[config.mk]
export PLATFORM = sky130hd
export DESIGN_NAME = csi2_packet_decoder
export DESIGN_NICKNAME = d
export VERILOG_FILES = /design/src/rtl/csi2_packet_decoder.sv
export SDC_FILE = /design/constraint.sdc
export NUM_CORES = 1
export LEC_CHECK = 0
export ABC_AREA = 1
export ABC_CLOCK_PERIOD_IN_PS = 3100
export CORE_UTILIZATION = 34
export CTS_BUF_LIST = sky130_fd_sc_hd__clkbuf_4 sky130_fd_sc_hd__clkbuf_8
export DETAILED_ROUTE_END_ITERATION = 6
export GPL_TIMING_DRIVEN = 0
export PLACE_DENSITY = 0.69
export SETUP_SLACK_MARGIN = 0.15
export SLEW_MARGIN = 20
export SYNTH_ARGS = -nofsm -noshare
export SYNTH_HDL_FRONTEND = slang
export SYNTH_SLANG_ARGS = --single-unit
[constraint.sdc]
create_clock -name mipi_clk -period 3.1 [get_ports mipi_clk]
set_input_delay 0.465 -clock mipi_clk [delete_from_list [all_inputs] [get_ports mipi_clk]]
set_output_delay 0.465 -clock mipi_clk [all_outputs]
set_load 0.01 [all_outputs]
[src/rtl/csi2_packet_decoder.sv]
// CSI-2 packet layer: header ECC check, virtual-channel filter, short-packet
// sync decode and RAW8 long-packet payload forwarding (mipi_clk domain).
module csi2_packet_decoder #(
  parameter logic [1:0] VIRTUAL_CHANNEL = 2'd0,
  parameter logic [5:0] DATA_TYPE       = 6'h2A
) (
  input  logic            mipi_clk,
  input  logic            reset_n,
  input  logic            lane_valid,
  input  logic [3:0][7:0] lane_data,
  output logic            mipi_data_enable,
  output logic [3:0][7:0] mipi_data,
  output logic [3:0]      mipi_byte_valid,
  output logic            interrupt,
  output logic            frame_start,
  output logic            frame_end,
  output logic            line_start,
  output logic            line_end,
  output logic            ecc_error,
  output logic            truncated
);

  typedef enum logic [1:0] {
    S_IDLE    = 2'd0,
    S_PAYLOAD = 2'd1,
    S_DRAIN   = 2'd2
  } state_t;

  // Six Hamming parity bits over {WC, DI}; each bit is the XOR of a fixed
  // subset of the 24 header data bits.
  function automatic logic [5:0] ecc_parity(input logic [23:0] d);
    logic [5:0] p;
    p[0] = ^(d & 24'hF12CB7);
    p[1] = ^(d & 24'hF2555B);
    p[2] = ^(d & 24'h749A6D);
    p[3] = ^(d & 24'hB8E38E);
    p[4] = ^(d & 24'hDF03F0);
    p[5] = ^(d & 24'hEFFC00);
    return p;
  endfunction

  state_t          r_state;
  state_t          w_state_nxt;
  logic [15:0]     r_remaining;
  logic [15:0]     w_remaining_nxt;
  logic            r_seen_idle;

  logic [7:0]      w_di;
  logic [15:0]     w_wc;
  logic [7:0]      w_ecc;
  logic [5:0]      w_parity;
  logic            w_ecc_ok;

  logic            w_en;
  logic [3:0][7:0] w_data;
  logic [3:0]      w_bv;
  logic            w_int;
  logic            w_fs;
  logic            w_fe;
  logic            w_ls;
  logic            w_le;
  logic            w_ecc_err;
  logic            w_trunc;

  assign w_di     = lane_data[0];
  assign w_wc     = {lane_data[2], lane_data[1]};
  assign w_ecc    = lane_data[3];
  assign w_parity = ecc_parity({w_wc, w_di});
  assign w_ecc_ok = (w_ecc[7:6] == 2'b00) && (w_ecc[5:0] == w_parity);

  // Next-state, remaining-byte count and next output values.
  always_comb begin
    w_state_nxt     = r_state;
    w_remaining_nxt = r_remaining;
    w_en            = 1'b0;
    w_data          = '0;
    w_bv            = '0;
    w_int           = 1'b0;
    w_fs            = 1'b0;
    w_fe            = 1'b0;
    w_ls            = 1'b0;
    w_le            = 1'b0;
    w_ecc_err       = 1'b0;
    w_trunc         = 1'b0;
    case (r_state)
      S_IDLE: begin
        if (lane_valid && r_seen_idle) begin
          w_state_nxt = S_DRAIN;
          if (!w_ecc_ok) begin
            w_ecc_err = 1'b1;
          end else if (w_di[7:6] == VIRTUAL_CHANNEL) begin
            w_int = 1'b1;
            if (w_di[5:0] < 6'h10) begin
              case (w_di[5:0])
                6'h00:   w_fs = 1'b1;
                6'h01:   w_fe = 1'b1;
                6'h02:   w_ls = 1'b1;
                6'h03:   w_le = 1'b1;
                default: ;
              endcase
            end else if ((w_di[5:0] == DATA_TYPE) && (w_wc != 16'd0)) begin
              w_remaining_nxt = w_wc;
              w_state_nxt     = S_PAYLOAD;
            end
          end
        end
      end
      S_PAYLOAD: begin
        if (lane_valid) begin
          w_en   = 1'b1;
          w_data = lane_data;
          if (r_remaining >= 16'd4) begin
            w_bv            = 4'b1111;
            w_remaining_nxt = r_remaining - 16'd4;
          end else begin
            case (r_remaining[1:0])
              2'd1:    w_bv = 4'b0001;
              2'd2:    w_bv = 4'b0011;
              2'd3:    w_bv = 4'b0111;
              default: w_bv = 4'b0000;
            endcase
            w_remaining_nxt = '0;
          end
          if (r_remaining <= 16'd4) begin
            w_state_nxt = S_DRAIN;
          end
        end else begin
          w_trunc         = 1'b1;
          w_remaining_nxt = '0;
          w_state_nxt     = S_IDLE;
        end
      end
      S_DRAIN: begin
        if (!lane_valid) begin
          w_state_nxt = S_IDLE;
        end
      end
      default: begin
        w_state_nxt     = S_IDLE;
        w_remaining_nxt = '0;
      end
    endcase
  end

  // State and payload byte counter.
  always_ff @(posedge mipi_clk or negedge reset_n) begin
    if (!reset_n) begin
      r_state     <= S_IDLE;
      r_remaining <= '0;
    end else begin
      r_state     <= w_state_nxt;
      r_remaining <= w_remaining_nxt;
    end
  end

  // Headers are only trusted after an LP gap has been observed since reset,
  // so a packet cut in half by reset is never misread mid-stream.
  always_ff @(posedge mipi_clk or negedge reset_n) begin
    if (!reset_n) begin
      r_seen_idle <= 1'b0;
    end else if (!lane_valid) begin
      r_seen_idle <= 1'b1;
    end
  end

  // Registered outputs.
  always_ff @(posedge mipi_clk or negedge reset_n) begin
    if (!reset_n) begin
      mipi_data_enable <= 1'b0;
      mipi_data        <= '0;
      mipi_byte_valid  <= '0;
      interrupt        <= 1'b0;
      frame_start      <= 1'b0;
      frame_end        <= 1'b0;
      line_start       <= 1'b0;
      line_end         <= 1'b0;
      ecc_error        <= 1'b0;
      truncated        <= 1'b0;
    end else begin
      mipi_data_enable <= w_en;
      mipi_data        <= w_data;
      mipi_byte_valid  <= w_bv;
      interrupt        <= w_int;
      frame_start      <= w_fs;
      frame_end        <= w_fe;
      line_start       <= w_ls;
      line_end         <= w_le;
      ecc_error        <= w_ecc_err;
      truncated        <= w_trunc;
    end
  end

endmodule
Word level (Yosys, flattened, before mapping)
Cells that the tools add are included.
W data, S select, Z words.
- $add $sub $neg: 1
- bitwise operators: 1
- equality and inequality tests: 17
- reductions and logical operators: 16
- order comparisons: 3
- mux-type cells: 58
- operators by type and width (kind ; count):
    $reduce_xor A24 Y1 ; 6
    $mux W16 ; 7
    $mux W32 ; 2
    $pmux W16 S3 ; 1
    $mux W1 ; 35
    $ge A16 B3 Y1 const B ; 1
    $le A16 B3 Y1 const B ; 1
    $mux W2 ; 8
    $reduce_bool A16 Y1 ; 1
    $sub A16 B3 Y16 const B ; 1
    $eq A6 B2 Y1 const B ; 2
    $mux W4 ; 3
    $ne A2 B2 Y1 const B ; 6
    $pmux W3 S3 ; 1
    $eq A2 B2 Y1 const B ; 3
    $eq A6 B1 Y1 const B ; 1
    $eq A6 B6 Y1 ; 1
    $eq A6 B6 Y1 const B ; 1
    $logic_not A2 Y1 ; 3
    $logic_not A6 Y1 ; 1
    $lt A6 B5 Y1 const B ; 1
    $pmux W2 S3 ; 1
    $reduce_and A6 Y1 ; 1
    $eq A2 B1 Y1 const B ; 2
    other kinds (4) ; 6
- logic and storage cells: 112
- output and inout port bits: 44
- register bits: 63
- input port bits: 35

Depth between registers and ports, before layout
- depth in word-level cells: 8
- depth in mapped cells: 21
- mapped depth without buffers: 19

Least setup slack after synthesis
Ideal clock, no wire load.
- path kind: input to register
- start: input port lane_data[20] (netlist bit)
- end: register r_remaining[9]
- arrival time: 2.076 ns
- path slack: 0.901 ns
- setup time: 0.123 ns
- cell stages on the path: 20
- required time: 2.977 ns
- cell sequence: inv_1 ha_1 buf_6 inv_2 nand2_1 nand2_2 nand2_2 nand2_2 inv_2 nand2_1 nand2_1 nand2_1 nand3_2 nor2_4 nand2_4 nand2_8 nand2_4 buf_6 nand2_2 o21ai_2
- word-level cells in the longest chain between the ends: 5
- elaborated cells on any way between the ends: 12
- those cells by class: eq/ne (3); reduce/logical (9)
- ends and longest elaborated chain (item ; line ; text):
    start, declared ; 10 ; input logic [3:0][7:0] lane_data,
    $reduce_xor A24 Y1, on equally long branches ; n/a ;
    $eq A6 B6 Y1 ; 69 ; assign w_ecc_ok = (w_ecc[7:6] == 2'b00) && (w_ecc[5:0] == w_parity);
    $logic_and A1 B1 Y1 ; 69 ;
    $ne A2 B2 Y1 (no source line) ; n/a ;
    $reduce_and A6 Y1 (no source line) (*) ; n/a ;
    end signal, assigned ; 152 ; r_remaining <= w_remaining_nxt;
    end, declared ; 44 ; logic [15:0] r_remaining;
Mark *: on every way between the ends. The rest lies on a longest branch, timed or not.
A chain may end at the register's enable or synchronous reset.

Worst setup path in the final report
- start: input port lane_data[9] (netlist bit)
- end: register r_remaining[14]
- word-level cells in the longest chain between the ends: 5
- elaborated cells on any way between the ends: 10
- those cells by class: eq/ne (3); reduce/logical (7)
- ends and longest elaborated chain (item ; line):
    $reduce_xor A24 Y1, on equally long branches ; 35, 36, 37
    $eq A6 B6 Y1 ; 69
    $logic_and A1 B1 Y1 ; 69
    $ne A2 B2 Y1 (no source line) ; n/a
    $reduce_and A6 Y1 (no source line) (*) ; n/a
Marks and branches as above.

==> metrics.txt <==
outcome=complete, no violations; most common cell after layout, fill and taps aside=nand2_1; Achievable Freq=366 MHz; Area Growth Syn to Fin=30.3%; mapped cell area=0.00396 mm²; area leader, netlist=dfrtp_1; post-synthesis net count=590; Slew Viols, Final=0; Post-Syn Instances=536; core box area=0.0114 mm²; CP Capture Type=register; gpl congestion=0.916; min-delay src=lane_valid; Seq cells post-synth=63; R2R depth=10; clock tree sinks=63; Worst Setup SP=lane_data[9]; share of layout cells above drive strength 1=0.111; Port Buffer Count=76; Register-to-Register Setup Slack=0.95 ns; Post-Place Cells=756; mux share of post-synthesis cell area=0; R2R Path Start=r_remaining[2]; io pins=79; largest family of logic cells by synthesized area=simple AND/OR/NAND/NOR gates; worst-skew pair later-pin latency=0.35 ns; TritonCTS buffer count=9; CTS clock-pin slew for the worst setup and hold paths=0.07 ns; postcts setup bufs=0; Req. time, crit path=3.34 ns; kind of critical path=in2reg; H-tree depth=3; WP data arrival=2.97 ns; nets=679; Synth area leaders=dfrtp_1 (40%), nand2_1 (16%), nor2_1 (6.6%), ha_1 (6.0%), inv_1 (6.0%); Seq/Total Area, Yosys=0.398; Leakage=2.78 nW; WL met1=4690 µm; # rows=39; final hold viol count=0; hpwl dp=8120 µm; All-Layer GR Usage=0.186; max layer used=met4; Antenna Violating Nets Remaining=0; vias in the first global route=3,548; warnings from Yosys=0; Root Buffer=clkbuf_8; area share of the largest cell type after synthesis=0.398; syn avg cell area=7.39 µm²; drt total wl=10,400 µm; Starting Density=0.348; Final Setup Violations=0; met2 routed WL=4620 µm; complex-gate fraction of the synthesized area=0.0543; PD cells=446 mW/mm²; via/cell ratio=4.72; worst min-delay path category=in2reg; Clock Skews=0.0125 ns; Worst Max-Slew Pin Slew=0.808 ns; pin count of the biggest net entering global routing=44; Initial DRT Pass Iterations=5; post-route cell area=0.00516 mm²; dpl cell area=0.00492 mm²; Die X=110 µm; post-synthesis adder-cell area fraction=0.0600; initial antenna violation count=0; CTS tree=yes; total grt overflow=0; Final WS setup=0.369 ns; Synth Area in Simple Gates=0.337; unrepaired setup endpoints after global routing=no; CP endpoint=r_remaining[14]; # fillers=1,126; slew margin rel.=0.459; Setup Slack @ Placement=0.0190 ns; # DRC=0; crit share post-route=0.881; commonest non-fill, non-tap cells in the layout=nand2_1 (167), clkdlybuf4s50_1 (75), nor2_1 (70); die area=0.0121 mm²; Synth cell types=31; DRT iter0 DRCs=207; RR Endpoint=r_remaining[7]; drt wl/cell=13.5 µm; DR vias=3,649; Peak VDD IR=236 µV; first-pass GRT wire length=16,800 µm; CTS Buffer Depth=2; wire length on met3=938 µm; Finished Layout Cells=773; fin crit period=2.73 ns; Max-cap violations=0; crit-path max FO=10; die height=110 µm; number of diodes=0; CP Launch Type=input pin; post-synthesis xor/xnor area fraction=0.0553
## metal layers
| metal | track usage | up-vias |
|---|---|---|
| met5 | 0 | - |
| met4 | 0.0705 | 0 |
| met3 | 0.0391 | 14 |
| met2 | 0.301 | 142 |
| met1 | 0.242 | 1661 |
| li1 | - | 1832 |
## worst min path at each step
| stage | slack [ns] | cells past startpoint | end |
|---|---|---|---|
| floorplan | 0.17 | 0 | ecc_error |
| global placement | 0.49 | 2 | r_remaining[0] |
| finish | 0.40 | 2 | r_seen_idle |
| detailed placement | 0.38 | 1 | mipi_data[4] |
| global route | 0.41 | 2 | r_seen_idle |
| CTS | 0.38 | 2 | r_seen_idle |
## area by class of cell
| cell class | instances | area [µm²] | area share |
|---|---|---|---|
| buffer | 10 | 80.1 | 0.0155 |
| clock buffer | 10 | 138 | 0.0267 |
| clock inverter | 6 | 92.6 | 0.0179 |
| inverter | 79 | 297 | 0.0575 |
| multi-input combinational | 384 | 2010 | 0.390 |
| sequential | 63 | 1580 | 0.305 |
| tap | 143 | 179 | 0.0347 |
| timing repair buffer | 78 | 788 | 0.153 |
## cells by family (layout without fill, tap and decap cells)
| kind of cell | count (synthesis) | in the layout |
|---|---|---|
| flops | 63 | 63 |
| simple gates | 310 | 310 |
| xor+xnor | 25 | 25 |
| buf+inv | 89 | 183 |
| compound gates | 30 | 30 |
| fa+ha+maj | 19 | 19 |
## synthesized netlist by cell type
cell type and instances:
nand2_8 1, xor2_1 13, nor4_1 1, a22oi_1 4, o22ai_1 7, inv_1 63, a21oi_1 6, nand3_2 1
dfrtp_1 63, ha_1 19, nand2_2 13, nor2_1 70, o21ai_0 4, nand3_1 39, nand4_1 7, buf_6 4
inv_2 15, buf_2 2, nor3_1 4, nand2_1 167, o21ai_2 7, clkbuf_8 1, o2111ai_1 1, xnor2_1 12
clkbuf_1 3, nor2_2 1, a31oi_4 1, clkinv_1 1, nand3b_1 1, nand2_4 2, nor2_4 3
## flip-flops by register name, indices dropped and copies added, names as in the netlist, 2 cells and up
register and cells:
mipi_data 32, r_remaining 16, mipi_byte_valid 4, r_state 2
## stage by stage
step | total power, mW | utilization | hold WS (ns) | setup TNS, ns
CTS | 2.32 | 0.454 | 0.383 | 0
finish | 2.30 | 0.454 | 0.397 | 0
global placement | 1.46 | 0.431 | 0.489 | -27.47
floorplan | 1.30 | - | 0.169 | 0
global route | 2.44 | 0.454 | 0.408 | 0
detailed placement | 1.48 | 0.433 | 0.377 | 0
## where the power goes
part | leakage [nW] | switching [mW] | total [mW] | internal (mW)
clock network | 0.109 | 0.348 | 0.827 | 0.478
logic | 1.80 | 0.393 | 0.628 | 0.235
registers | 0.874 | 0.0121 | 0.846 | 0.834
total | 2.78 | 0.753 | 2.30 | 1.55
## worst max-delay path, stage by stage
cell	delay (ns)
clkdlybuf4s50_1	0.57
inv_1	0.13
ha_1	0.38
inv_1	0.09
nand2_1	0.09
nand2_1	0.05
nand2_1	0.06
nand3_1	0.06
nand2_1	0.10
inv_1	0.04
nand2_1	0.06
nand2_1	0.06
inv_1	0.05
nand2_1	0.07
nor2_4	0.12
nand2_4	0.08
nand2_8	0.10
nand2_4	0.07
buf_6	0.19
nand2_2	0.06
o21ai_2	0.05
## timing repair
action                                  in CTS  in global routing
endpoints found under the hold margin       10                  0
resized for setup                            0                  1
endpoints found under the setup margin       0                 14
hold buffers                                 1                  0
Note: power is estimated with default switching activity, not from simulation.
